--- src/rtl/pulse_mode_driver.sv ---
// pulse_mode_driver: debounces three buttons and issues one-hot, fixed-width
// pulses separated by a guaranteed quiet gap for a pulse-mode async counter.
module pulse_mode_driver #(
    parameter int DEBOUNCE_CYCLES = 1000000,
    parameter int PULSE_CYCLES    = 4,
    parameter int GAP_CYCLES      = 16
) (
    input  logic       clk,
    input  logic       rst,
    input  logic       btn_3,
    input  logic       btn_2,
    input  logic       btn_0,
    output logic       x1,
    output logic       x2,
    output logic       x3,
    output logic       busy,
    output logic       overrun,
    output logic [7:0] pulse_cnt
);
    localparam int DW   = $clog2(DEBOUNCE_CYCLES + 1);
    localparam int TMAX = (PULSE_CYCLES > GAP_CYCLES) ?
                          PULSE_CYCLES : GAP_CYCLES;
    localparam int TW   = $clog2(TMAX + 1);

    localparam logic [DW-1:0] DB_LAST = DW'(DEBOUNCE_CYCLES - 1);
    localparam logic [TW-1:0] P_LAST  = TW'(PULSE_CYCLES - 1);
    localparam logic [TW-1:0] G_LAST  = TW'(GAP_CYCLES - 1);

    typedef enum logic [1:0] {
        IDLE,
        PULSE,
        GAP
    } state_t;

    // bit 0 feeds x1, bit 1 feeds x2, bit 2 feeds x3
    logic [2:0]    btn;
    logic [2:0]    sync1;
    logic [2:0]    sync2;
    logic [2:0]    stable;
    logic [2:0]    stable_d;
    logic [2:0]    rise;
    logic [2:0]    pending;
    logic [2:0]    grant;
    logic [DW-1:0] db_cnt [3];

    state_t        state;
    state_t        state_n;
    logic [TW-1:0] tcnt;
    logic [TW-1:0] tcnt_n;
    logic [2:0]    x_q;
    logic [2:0]    x_n;

    assign btn = {btn_0, btn_2, btn_3};

    always_ff @(posedge clk or posedge rst) begin
        if (rst) begin
            sync1    <= '0;
            sync2    <= '0;
            stable   <= '0;
            stable_d <= '0;
            for (int i = 0; i < 3; i++) begin
                db_cnt[i] <= '0;
            end
        end else begin
            sync1    <= btn;
            sync2    <= sync1;
            stable_d <= stable;
            for (int i = 0; i < 3; i++) begin
                if (sync2[i] == stable[i]) begin
                    db_cnt[i] <= '0;
                end else if (db_cnt[i] == DB_LAST) begin
                    stable[i] <= ~stable[i];
                    db_cnt[i] <= '0;
                end else begin
                    db_cnt[i] <= db_cnt[i] + DW'(1);
                end
            end
        end
    end

    assign rise = stable & ~stable_d;

    // A rise landing on its own grant edge re-queues cleanly, no overrun.
    always_ff @(posedge clk or posedge rst) begin
        if (rst) begin
            pending <= '0;
            overrun <= 1'b0;
        end else begin
            pending <= (pending & ~grant) | rise;
            if (|(rise & pending & ~grant)) begin
                overrun <= 1'b1;
            end
        end
    end

    always_ff @(posedge clk or posedge rst) begin
        if (rst) begin
            state     <= IDLE;
            tcnt      <= '0;
            x_q       <= '0;
            pulse_cnt <= '0;
        end else begin
            state <= state_n;
            tcnt  <= tcnt_n;
            x_q   <= x_n;
            if (|grant) begin
                pulse_cnt <= pulse_cnt + 8'd1;
            end
        end
    end

    always_comb begin
        state_n = state;
        tcnt_n  = tcnt;
        x_n     = '0;
        grant   = '0;
        unique case (state)
            IDLE: begin
                tcnt_n = '0;
                if (pending[0]) begin
                    grant = 3'b001;
                end else if (pending[1]) begin
                    grant = 3'b010;
                end else if (pending[2]) begin
                    grant = 3'b100;
                end
                if (|pending) begin
                    state_n = PULSE;
                    x_n     = grant;
                end
            end
            PULSE: begin
                if (tcnt == P_LAST) begin
                    state_n = GAP;
                    tcnt_n  = '0;
                end else begin
                    x_n    = x_q;
                    tcnt_n = tcnt + TW'(1);
                end
            end
            GAP: begin
                if (tcnt == G_LAST) begin
                    state_n = IDLE;
                    tcnt_n  = '0;
                end else begin
                    tcnt_n = tcnt + TW'(1);
                end
            end
            default: begin
                state_n = IDLE;
                tcnt_n  = '0;
            end
        endcase
    end

    assign x1   = x_q[0];
    assign x2   = x_q[1];
    assign x3   = x_q[2];
    assign busy = (state != IDLE);

endmodule

--- config.mk ---
export PLATFORM = sky130hd
export DESIGN_NAME = pulse_mode_driver
export DESIGN_NICKNAME = d
export VERILOG_FILES = /design/src/rtl/pulse_mode_driver.sv
export SDC_FILE = /design/constraint.sdc
export NUM_CORES = 1
export LEC_CHECK = 0
export ABC_CLOCK_PERIOD_IN_PS = 4290
export CAP_MARGIN = 20
export CORE_ASPECT_RATIO = 0.6
export CORE_MARGIN = 3
export CORE_UTILIZATION = 60
export DETAILED_ROUTE_END_ITERATION = 6
export PLACE_DENSITY_LB_ADDON = 0.08
export REMOVE_ABC_BUFFERS = 1
export SLEW_MARGIN = 20
export SYNTH_ARGS = -nofsm -noshare
export SYNTH_HDL_FRONTEND = slang
export SYNTH_SLANG_ARGS = --single-unit
--- constraint.sdc ---
create_clock -name clk -period 4.29 [get_ports clk]
set_clock_uncertainty 0.2 [all_clocks]
set_input_delay 1.0725 -clock clk [delete_from_list [all_inputs] [get_ports clk]]
set_output_delay 1.0725 -clock clk [all_outputs]
set_load 0.02 [all_outputs]
Word-level counts from Yosys, hierarchy flattened
Cells that the tools add are included.
W data, S select, Z words.
Word-level totals
  input port bits: 5
  output and inout bits: 13
  flip-flop bits (word level): 94
Operators by class
  $add $sub $neg: 5
  equality and inequality tests: 13
  reductions and logical operators: 9
  bitwise operators: 13
  multiplexer cells: 20
Operator list (number)
  $mux W20: 6
  $add A20 B1 Y20 const B: 3
  $eq A20 B20 Y1 const B: 3
  $mux W3: 6
  $and A3 B3 Y3: 4
  $mux W5: 2
  $pmux W5 S2: 1
  $reduce_or A3 Y1: 3
  $add A8 B1 Y8 const B: 1
  $mux W2: 3
  $ne A2 B2 Y1 const B: 3
  $not A1 Y1: 6
  $not A3 Y3: 2
  $pmux W2 S3: 1
  $pmux W3 S2: 1
  $reduce_and A2 Y1: 3
  $add A5 B1 Y5 const B: 1
  $eq A5 B2 Y1 const B: 1
  $eq A5 B4 Y1 const B: 1
  $eq A1 B1 Y1: 3
  $or A3 B3 Y3: 1
  $reduce_and A3 Y1: 1
  $eq A2 B1 Y1 const B: 1
  $eq A2 B2 Y1 const B: 1
  2 further kinds: 2

Longest topological paths before layout
Gate-level depths: netlist (run 1).
  word-level depth: 7
  mapped depth: 7
  depth with buffers taken out: 7

Worst setup path after synthesis (run 1)
OpenSTA, ideal clock, no wires.
  path kind: flip-flop to flip-flop
  start point: register db_cnt[20] (netlist bit)
  end point: register db_cnt[38] (netlist bit)
  period minus slack after synthesis: 2.188 ns
  arrival: 1.913 ns
  buffers on the path: 1
  setup slack: 2.102 ns
  cell stages (with the launch flop): 7
  path through: dfrtp_1 -> ha_1 -> nand2_1 -> or4_1 -> buf_2 -> or4_4 -> a21oi_2
On the way
  cells in the longest elaborated chain, start to end: 3
  elaborated cells on any way between the ends: 4
  classes of those cells: 1 x add/sub; 1 x eq/ne; 2 x mux
Ends and longest elaborated chain
  start, declared: line 44  | logic [DW-1:0] db_cnt [3];
  start signal, assigned by index: line 75  | db_cnt[i] <= db_cnt[i] + DW'(1);
  $add A20 B1 Y20 or $eq A20 B20 Y1 (tied branches): line 75, 71
  $mux W20 *: line 71  | end else if (db_cnt[i] == DB_LAST) begin
  $mux W20 *: line 69  | if (sync2[i] == stable[i]) begin
Mark *: on every way between the ends. The rest lies on a longest branch, timed or not.
A chain may end at the register's enable or synchronous reset.

Final worst setup path (run 1)
  start point: register state[0]
  end point: output port busy
On the way
  cells in the longest elaborated chain, start to end: 1
Ends and longest elaborated chain
  start, declared: line 46  | state_t state;
  start signal, assigned: line 103  | state <= state_n;
  $reduce_bool A2 Y1: line 159  | assign busy = (state != IDLE);
  end, declared: line 16  | output logic busy,
Every way passes these cells.

==> summary.md, run 1 <==
| Metric | Value |
|---|---|
| Die area | `8480 um^2` |
| Final ANT Viol Nets | `0` |
| Site Rows | `23` |
| Crit. End Element | `output port` |
| Core box area | `6910 um^2` |
| TritonCTS buffer count | `9` |
| Layout cells sized above 1 | `0.0857` |
| CTS tree | `yes` |
| DR DRC count | `0` |
| Via-to-Cell Ratio | `5.97` |
| Sw frac | `0.205` |
| Mapped Cells | `427` |
| Vias | `3235` |
| PortBufs | `17` |
| Worst Tran Pin Value | `867 ps` |
| EDFF count, synth | `0` |
| Syn avg cell area | `10.4 um^2` |
| Internal power | `1.37 mW` |
| Post-synth top area cell | `dfrtp_1` |
| Setup violators final | `0` |
| Overflow left after global routing | `0` |
| Sequential power share | `0.526` |
| Die Y-Extent | `72.5 um` |
| Initial antenna violation count | `0` |
| Clk pwr share | `0.446` |
| Placed cells | `528` |
| Worst path arrival time | `1850 ps` |
| Crit Path Class | `reg -> out` |
| DR WL/cell | `15.3 um` |
| PD cells | `344 nW/um^2` |
| HPWL after DPL | `5670 um` |
| Die width | `117 um` |
| First-pass DRT Iterations | `5` |
| YS warnings | `0` |
| Max-Cap Viols | `0` |
| Synth area leaders | `dfrtp_1 (53%), xnor2_1 (5.5%), nor2_1 (4.7%)` |
| Reg clk slew, reported paths | `60 ps` |
| Post-CTS setup buffers | `0` |
| Class of the worst hold path | `reg -> reg` |
| First-pass GRT wire length | `14600 um` |
| Peak VDD IR | `253 uV` |
| Outcome | `complete, no violations` |
| Ys flop type | `dfrtp_1` |
| Root Driver | `clkbuf_16` |
| Rel. slew slack | `0.422` |
| Startpoint types | `flip-flop` |
| Fin crit share | `0.728` |
| Antenna Cells | `0` |
| Post_cts resized | `0` |
| Clock sink count | `94` |
| RSZ-0062 raised after global routing | `no` |
| Total GRT Usage | `0.220` |
| Vias in the first global route | `3142` |
| Longest Clk Path Bufs | `2` |
| Routability congestion estimate | `0.853` |
| H-tree depth | `3` |
| Top post-synthesis cells by count | `dfrtp_1 (94), nor2_1 (56), xnor2_1 (28)` |
| Final wirelength | `8280 um` |
| Initial Util | `0.641` |
| DR iter-0 viols | `259` |
| Hold-fix buffers, CTS | `0` |
| Fill count | `503` |
| Layout area overhead | `13.1%` |
| Largest net degree at the start of global routing | `53` |
| Clk_lat worst skew | `340 ps` |
| Crit Path Max Fanout | `5` |
| Ports | `18` |
| Max Clk Rate | `320 MHz` |
| Comb pwr share | `0.028` |
| Final Instance Count excl. Fillers | `542` |
| Net Switching | `354 uW` |
| Library cells used by synthesis | `44` |
| Final Hold Viols | `0` |
| Yosys top cell area share | `0.531` |
| Max-slew violation count | `0` |
| Post-synth ARST share | `1.00` |
| Leak Pwr | `2.13 nW` |
| Setup tns final | `0 ps` |
| Most numerous cell in the Yosys netlist | `dfrtp_1` |
| Post-route minimum period | `3120 ps` |
| Synthesized area | `4430 um^2` |
| Post-layout net count | `467` |
| WP data required | `3020 ps` |
| Register bit count reported by yosys | `94` |
| Sequential fraction of the synthesis area | `0.531` |
[power groups by stage]
| stage | sequential (mW) | clock, mW | combinational (mW) |
|---|---|---|---|
| 2_1_floorplan | 0.920 | 0 | 0.0317 |
| 3_3_place_gp | 0.922 | 0 | 0.0479 |
| 3_5_place_dp | 0.922 | 0 | 0.0491 |
| 4_1_cts | 0.906 | 0.792 | 0.0496 |
| 5_1_grt | 0.907 | 0.833 | 0.0565 |
| 6_report | 0.907 | 0.770 | 0.0480 |
[layout make-up]
| type | count | area, um^2 | area share |
|---|---|---|---|
| flip-flops and latches | 94 | 2350 | 0.470 |
| multi-input cells | 303 | 1970 | 0.393 |
| clock buffers | 10 | 239 | 0.0477 |
| repair buffers | 22 | 208 | 0.0415 |
| well taps | 87 | 109 | 0.0217 |
| inverters | 22 | 83.8 | 0.0167 |
| clock inverters | 4 | 48.8 | 0.00974 |
[per-stage QoR]
step / instance area (um^2) / total power, mW / util / setup WS [ps] / hold WS (ps)
finish: 5010 / 1.72 / 0.725 / 1170 / 155
global route: 5010 / 1.80 / 0.725 / 1090 / 167
CTS: 5010 / 1.75 / 0.725 / 1160 / 160
detailed placement: 4720 / 0.972 / 0.684 / 1570 / 147
global placement: 4720 / 0.970 / 0.684 / 1650 / 138
floorplan: 4390 / 0.951 / - / 569 / 131
[worst max-delay path: stages, from the launching register on]
cell and delay, ps:
dfrtp_1 380, inv_1 80, ha_1 250, inv_1 150, clkdlybuf4s50_1 660
[per-layer routing]
layer | wire length [um] | global-route usage | vias to the layer above | part of all wire
li1 | - | - | 1557 | -
met1 | 4130 | 0.323 | 1598 | 0.50
met3 | 381 | 0.0675 | 11 | 0.046
met4 | 80 | 0.0560 | 0 | 0.0097
met5 | 0 | 0 | - | 0
met2 | 3690 | 0.321 | 69 | 0.45
[state kept, by name, indices dropped and copies added, names as in the netlist]
register	flops
sync1	3
tcnt	5
stable	3
sync2	3
stable_d	3
pending	3
pulse_cnt	8
state	2
overrun	1
db_cnt	60
x_q	3
[cell usage in the layout, fill, tap and decap left out, drive strengths merged, types with 7 or more instances in the layout]
| cell type | count |
|---|---|
| nor4 | 9 |
| inv | 21 |
| or3 | 8 |
| nand3 | 26 |
| clkbuf | 10 |
| or4 | 9 |
| and4 | 8 |
| xor2 | 22 |
| nand2 | 24 |
| dfrtp | 94 |
| xnor2 | 28 |
| and3 | 11 |
| nor3 | 7 |
| clkdlybuf4s50 | 17 |
| nor2 | 56 |
| nand4 | 14 |
| ha | 10 |
| a21oi | 17 |
| o21ai | 13 |
[final timing paths]
| check | startpoint | endpoint | slack (ps) | cells past startpoint |
|---|---|---|---|---|
| setup / recovery | state[0] | busy | 1170 | 4 |
| hold / removal | sync1[2] | sync2[2] | 150 | 0 |
| setup reg to reg | db_cnt[56] | db_cnt[59] | 1690 | 5 |
| hold reg to reg | sync1[2] | sync2[2] | 150 | 0 |
| max in group asynchronous | rst | db_cnt[7] | 2070 | 3 |
| min in group asynchronous | rst | db_cnt[30] | 1020 | 2 |
[cells by family (layout without fill, tap and decap cells)]
family                     after synthesis  after routing  synth area share
adders and majority gates               10             10            0.0283
xor gates and xnor gates                50             50            0.0989
and+or+nand+nor                        191            191             0.234
AOI/OAI and AO/OA                       45             45            0.0633
DFF                                     94             94             0.531
muxes                                    7              7            0.0172
buffers and inverters                   30             58            0.0268
No activity file was read; power rests on OpenSTA's default activity.
==> run 2, diff against run 1 <==
- ABC_CLOCK_PERIOD_IN_PS: 4290 -> 3200
- clock period: 4.29 -> 3.2 ns (I/O delays scaled with it)
==> run 2 against run 1 <==
  * Critical path depth is the same
  * Final area grew 0.27%
  * Worst hold slack lost 3.1 ps
  * First-iteration DRC count shrank 17%
  * Wire length shrank 1.9%
  * Sequential cell count is the same
  * Final cell count grew 0.55%
  * Die area is the same
  * Sequential share of layout area shrank 0.13 points
  * Critical endpoint unchanged
  * Largest cell class unchanged
  * Largest power group unchanged
==> summary.md, run 2 (synthesis results as in run 1) <==
| Metric | Value |
|---|---|
| Root Driver | `clkbuf_16 (unchanged)` |
| DR WL/cell | `14.9 um (was 15.3 um)` |
| Clock sink count | `94 (unchanged)` |
| Total GRT Usage | `0.218 (was 0.220)` |
| Ports | `18 (unchanged)` |
| Post-route minimum period | `2770 ps` |
| CP bufs+invs | `3 (unchanged)` |
| Hold_sp | `sync1[2] (unchanged)` |
| Final instance area | `5020 um^2 (was 5010 um^2)` |
| Sequential cell area | `2350 um^2 (unchanged)` |
| Tot Pwr | `2.33 mW (was 1.72 mW)` |
| Die area | `8480 um^2 (unchanged)` |
| First-pass DRT Iterations | `4 (was 5)` |
| Antenna Cells | `0 (unchanged)` |
| Post-layout net count | `468 (was 467)` |
| Via-to-Cell Ratio | `5.81 (was 5.97)` |
| CP max stage delay | `610 ps (was 660 ps)` |
| Reg clk slew, reported paths | `60 ps (about the same)` |
| TritonCTS buffer count | `9 (unchanged)` |
| Critical Path Source | `state[0] (unchanged)` |
| Max FFs per register | `60 (unchanged)` |
| Hold-fix buffers, CTS | `0 (unchanged)` |
| Final ANT Viol Nets | `0 (unchanged)` |
| Commonest non-fill, non-tap cell in the layout | `dfrtp_1 (unchanged)` |
| Reg2reg path depth | `5 (unchanged)` |
| Site Rows | `23 (unchanged)` |
| WP data required | `2200 ps (was 3020 ps)` |
| Routability congestion estimate | `0.918 (was 0.853)` |
| Leak Pwr | `2.14 nW (was 2.13 nW)` |
| Worst Tran Pin Value | `754 ps (was 867 ps)` |
| Max Clk Rate | `362 MHz` |
| Die Y-Extent | `72.5 um (unchanged)` |
| Vias | `3168 (was 3235)` |
| H-tree depth | `3 (unchanged)` |
| Slowest-stage cell, CP | `clkdlybuf4s50_1 (unchanged)` |
| Setup violators final | `0 (unchanged)` |
| Rel. slew slack | `0.492 (was 0.422)` |
| Post-CTS setup buffers | `0 (unchanged)` |
| Largest net degree at the start of global routing | `32 (was 53)` |
| Peak VDD IR | `325 uV (was 253 uV)` |
| Max-Cap Viols | `0 (unchanged)` |
| PortBufs | `17 (unchanged)` |
| PD cells | `463 nW/um^2 (was 344 nW/um^2)` |
| Vias in the first global route | `2993 (was 3142)` |
| Final Instance Count excl. Fillers | `545 (was 542)` |
| Placed cells | `529 (was 528)` |
| DR iter-0 viols | `215 (was 259)` |
| Final wirelength | `8120 um (was 8280 um)` |
| DP Area | `4730 um^2 (was 4720 um^2)` |
| Most frequent cells in the layout | `dfrtp_1 (94), nor2_1 (56), xnor2_1 (28) (unchanged)` |
| Die width | `117 um (unchanged)` |
| Max-slew violation count | `0 (unchanged)` |
| Largest reg by FF count | `db_cnt (unchanged)` |
| Worst path arrival time | `1770 ps (was 1850 ps)` |
| Hold slack final | `152 ps (was 155 ps)` |
| RSZ-0062 raised after global routing | `no (unchanged)` |
| Utilization after layout | `0.727 (was 0.725)` |
| Layout cells sized above 1 | `0.0852 (was 0.0857)` |
| Initial Util | `0.641 (unchanged)` |
| Crit Path Class | `reg -> out (unchanged)` |
| Class of the worst hold path | `reg -> reg (unchanged)` |
| Fin crit share | `0.864` |
| Biggest regs | `db_cnt x60, pulse_cnt x8, tcnt x5 (unchanged)` |
| Post_cts resized | `0 (unchanged)` |
| Startpoint types | `flip-flop (unchanged)` |
| DR DRC count | `0 (unchanged)` |
| Worst R2R Start | `db_cnt[56] (unchanged)` |
| Initial antenna violation count | `0 (unchanged)` |
| Core box area | `6910 um^2 (unchanged)` |
| Crit Path Max Fanout | `5 (unchanged)` |
| Layout area overhead | `13.5% (was 13.1%)` |
| Fill count | `505 (was 503)` |
| Clk_lat worst skew | `340 ps (about the same)` |
| Most used cell, CP | `inv_1 (unchanged)` |
| Overflow left after global routing | `0 (unchanged)` |
| Multi-input logic area | `1970 um^2 (unchanged)` |
| Outcome | `complete, no violations (unchanged)` |
| Crit. End Element | `output port (unchanged)` |
| CTS tree | `yes (unchanged)` |
| Critical path, cell by cell | `inv_1 > ha_1 > inv_1 > clkdlybuf4s50_1 (unchanged)` |
| Final Hold Viols | `0 (unchanged)` |
| Top Family by Delay on Critical Path | `buffers and inverters (unchanged)` |
| First-pass GRT wire length | `14400 um (was 14600 um)` |
| Hold Path Stages | `0 (unchanged)` |
| CP Depth | `4 (unchanged)` |
| Longest Clk Path Bufs | `2 (unchanged)` |
| HPWL after DPL | `5710 um (was 5670 um)` |
## run 2: cell types whose count changed in the layout (fill, tap and decap cells not counted)
| cell | previous run | this run |
|---|---|---|
| clkinv_2 | 3 | 2 |
| buf_4 | 5 | 6 |
| clkbuf_1 | 0 | 3 |
## run 2: per-layer routing
| layer | part of all wire | global-route usage | vias to the layer above |
|---|---|---|---|
| met5 | 0 | 0 | - |
| met4 | 0.010 | 0.0712 | 0 |
| met3 | 0.045 | 0.0600 | 11 |
| met2 | 0.43 | 0.302 | 58 |
| met1 | 0.52 | 0.333 | 1548 |
| li1 | - | - | 1551 |
## run 2: area by class of cell
class,instances,area share
sequential,94,0.468
clock inverter,3,0.00872
multi-input combinational,303,0.392
timing repair buffer,23,0.0428
clock buffer,13,0.0498
tap,87,0.0217
inverter,22,0.0167
## run 2: stage by stage
stage / setup TNS, ps / setup WS, ps
final: 0 / 434
after global routing: 0 / 348
after CTS: 0 / 415
after detailed placement: 0 / 757
after global placement: 0 / 817
after floorplan: -23370 / -249
## run 2: power breakdown
| part | total, mW | switching (mW) | internal [mW] | leakage (nW) |
|---|---|---|---|---|
| combinational | 0.0652 | 0.0449 | 0.0204 | 0.699 |
| clock | 1.05 | 0.419 | 0.627 | 0.144 |
| sequential | 1.21 | 0.0130 | 1.20 | 1.29 |
| total | 2.33 | 0.477 | 1.85 | 2.14 |
## run 2: path summary, 6_finish.rpt
check / slack, ps / to
min in group asynchronous: 510 / db_cnt[4]
hold / removal: 150 / sync2[2]
setup reg to reg: 720 / db_cnt[43]
hold reg to reg: 150 / sync2[2]
max in group asynchronous: 1630 / db_cnt[36]
setup / recovery: 430 / busy
==> variant: new RTL, flow settings as in run 1 <==
Set the parameter `PULSE_CYCLES` to 8 (it was 4).
--- a/src/rtl/pulse_mode_driver.sv
+++ b/src/rtl/pulse_mode_driver.sv
@@ -2,7 +2,7 @@
 // pulses separated by a guaranteed quiet gap for a pulse-mode async counter.
 module pulse_mode_driver #(
     parameter int DEBOUNCE_CYCLES = 1000000,
-    parameter int PULSE_CYCLES    = 4,
+    parameter int PULSE_CYCLES    = 8,
     parameter int GAP_CYCLES      = 16
 ) (
     input  logic       clk,
Behaviour: no difference found for any inputs over 10 cycles, from zero or initial values and one cycle with rst high; that may be too few to reach the edited logic, so the function may still have changed.
==> variant against run 1 <==
  * Count of clock-buffer cells in the layout shrank 1
  * Via count shrank 4.0%
  * Area after synthesis shrank 1.2%
  * Worst setup slack gained 0.040 ns
  * Hold slack gained 0.0050 ns
  * Design area shrank 1.4%
  * Die area shrank 1.1%
  * Power shrank 0.70%
  * Clock power shrank 1%
  * Routed wire length shrank 2.4%
  * Sequential cell count is the same
  * Highest routed layer unchanged
==> variant: results (changes against run 1) <==
<table>
<tr><th>Metric</th><th>Value</th></tr>
<tr><th colspan="2">Routing</th></tr>
<tr><td>Post-DR vias/cell</td><td>5.74 (-3.8%)</td></tr>
<tr><td>Total Wirelength</td><td>8090 um (-2.4%)</td></tr>
<tr><td>Initial DRC Count</td><td>265 (+2.3%)</td></tr>
<tr><td>Detailed Routing Iterations Pass 1</td><td>4 (-1)</td></tr>
<tr><th colspan="2">Outcome</th></tr>
<tr><td>Outcome</td><td>finished clean</td></tr>
<tr><th colspan="2">Synthesis</th></tr>
<tr><td>Mux cell area share after synthesis</td><td>0.0149 (-0.00236)</td></tr>
<tr><td>Yosys cell types</td><td>42 (-4.5%)</td></tr>
<tr><td>Average cell area after synthesis</td><td>10.3 um^2 (-0.28%)</td></tr>
<tr><td>Post-synth top cells</td><td>94 x sky130_fd_sc_hd__dfrtp_1, 56 x sky130_fd_sc_hd__nor2_1, 32 x sky130_fd_sc_hd__xnor2_1</td></tr>
<tr><td>Adder and majority gate portion of the synthesized area</td><td>0.0286 (+0.000348)</td></tr>
<tr><td>Area share of xor/xnor cells in the synthesized design</td><td>0.100 (+0.00122)</td></tr>
<tr><td>Fraction of the mapped netlist area in compound gates</td><td>0.0635 (+0.000206)</td></tr>
<tr><th colspan="2">Global route</th></tr>
<tr><td>Largest net degree at the start of global routing</td><td>40 (-25%)</td></tr>
<tr><td>Via count of the first global-routing pass</td><td>2913 (-7.3%)</td></tr>
<tr><td>First-pass GRT wire length</td><td>13900 um (-4.7%)</td></tr>
<tr><td>Total track usage</td><td>0.212 (-0.00736)</td></tr>
<tr><th colspan="2">Power</th></tr>
<tr><td>LEAKAGE</td><td>2.13 nW (about the same)</td></tr>
<tr><td>Cell Pwr Density</td><td>347 nW/um^2 (+0.74%)</td></tr>
<tr><td>Net switching power figure</td><td>399 uW (+13%)</td></tr>
<tr><th colspan="2">Timing</th></tr>
<tr><td>Slew margin rel.</td><td>0.512 (+0.0901)</td></tr>
<tr><td>Minimum period implied by the final worst setup slack</td><td>3.08 ns (-0.0399 ns)</td></tr>
<tr><th colspan="2">Placed design</th></tr>
<tr><td>Estimated wirelength of the detail-placed design</td><td>5480 um (-3.3%)</td></tr>
<tr><td>Placed Cells incl. Taps</td><td>525 (-0.57%)</td></tr>
<tr><td>Final estimated routing congestion in global placement</td><td>0.796 (-6.7%)</td></tr>
<tr><td>Setup Slack @ Placement</td><td>1.61 ns (+0.0366 ns)</td></tr>
<tr><th colspan="2">Finish</th></tr>
<tr><td>Net count of the finished layout</td><td>464 (-0.64%)</td></tr>
<tr><td>Number of filler instances in the final layout</td><td>505 (+0.40%)</td></tr>
<tr><th colspan="2">Worst hold path</th></tr>
<tr><td>End point of the worst hold path</td><td>sync2[0]</td></tr>
<tr><td>Worst Hold Launch</td><td>sync1[0]</td></tr>
<tr><th colspan="2">Setup path</th></tr>
<tr><td>Endpoint of the worst register-to-register path</td><td>stable[0]</td></tr>
<tr><td>FF-to-FF setup slack</td><td>1.85 ns (+0.16 ns)</td></tr>
<tr><td>Arrival time reported for the critical path endpoint</td><td>1.81 ns (-0.04 ns)</td></tr>
</table>
variant: changes by cell type after synthesis, sizes merged, moves of 3 or more:
cell	change
nor4b	-3
and3	-3
and4	-5
xnor2	+4
or3	+4
xor2	-4
nand2	+3
inv	-3
nand3	+3
variant: routing by layer:
metal / global-route usage / vias up / share of wire
li1: - / 1541 / -
met1: 0.309 / 1509 / 0.51
met2: 0.312 / 48 / 0.44
met3: 0.0692 / 9 / 0.041
met4: 0.0528 / 0 / 0.010
met5: 0 / - / 0
variant: per-stage QoR:
step	hold slack, ns	utilization
floorplan	0.131	-
global placement	0.144	0.676
detailed placement	0.136	0.676
CTS	0.162	0.718
global route	0.173	0.718
finish	0.160	0.718
variant: cell type report:
type / count / area (um^2) / area share
clock inverter: 7 / 62.6 / 0.0127
timing repair buffer: 21 / 200 / 0.0405
clock buffer: 9 / 225 / 0.0456
inverter: 19 / 72.6 / 0.0147
multi-input combinational: 304 / 1920 / 0.388
tap: 87 / 109 / 0.0220
sequential: 94 / 2350 / 0.476
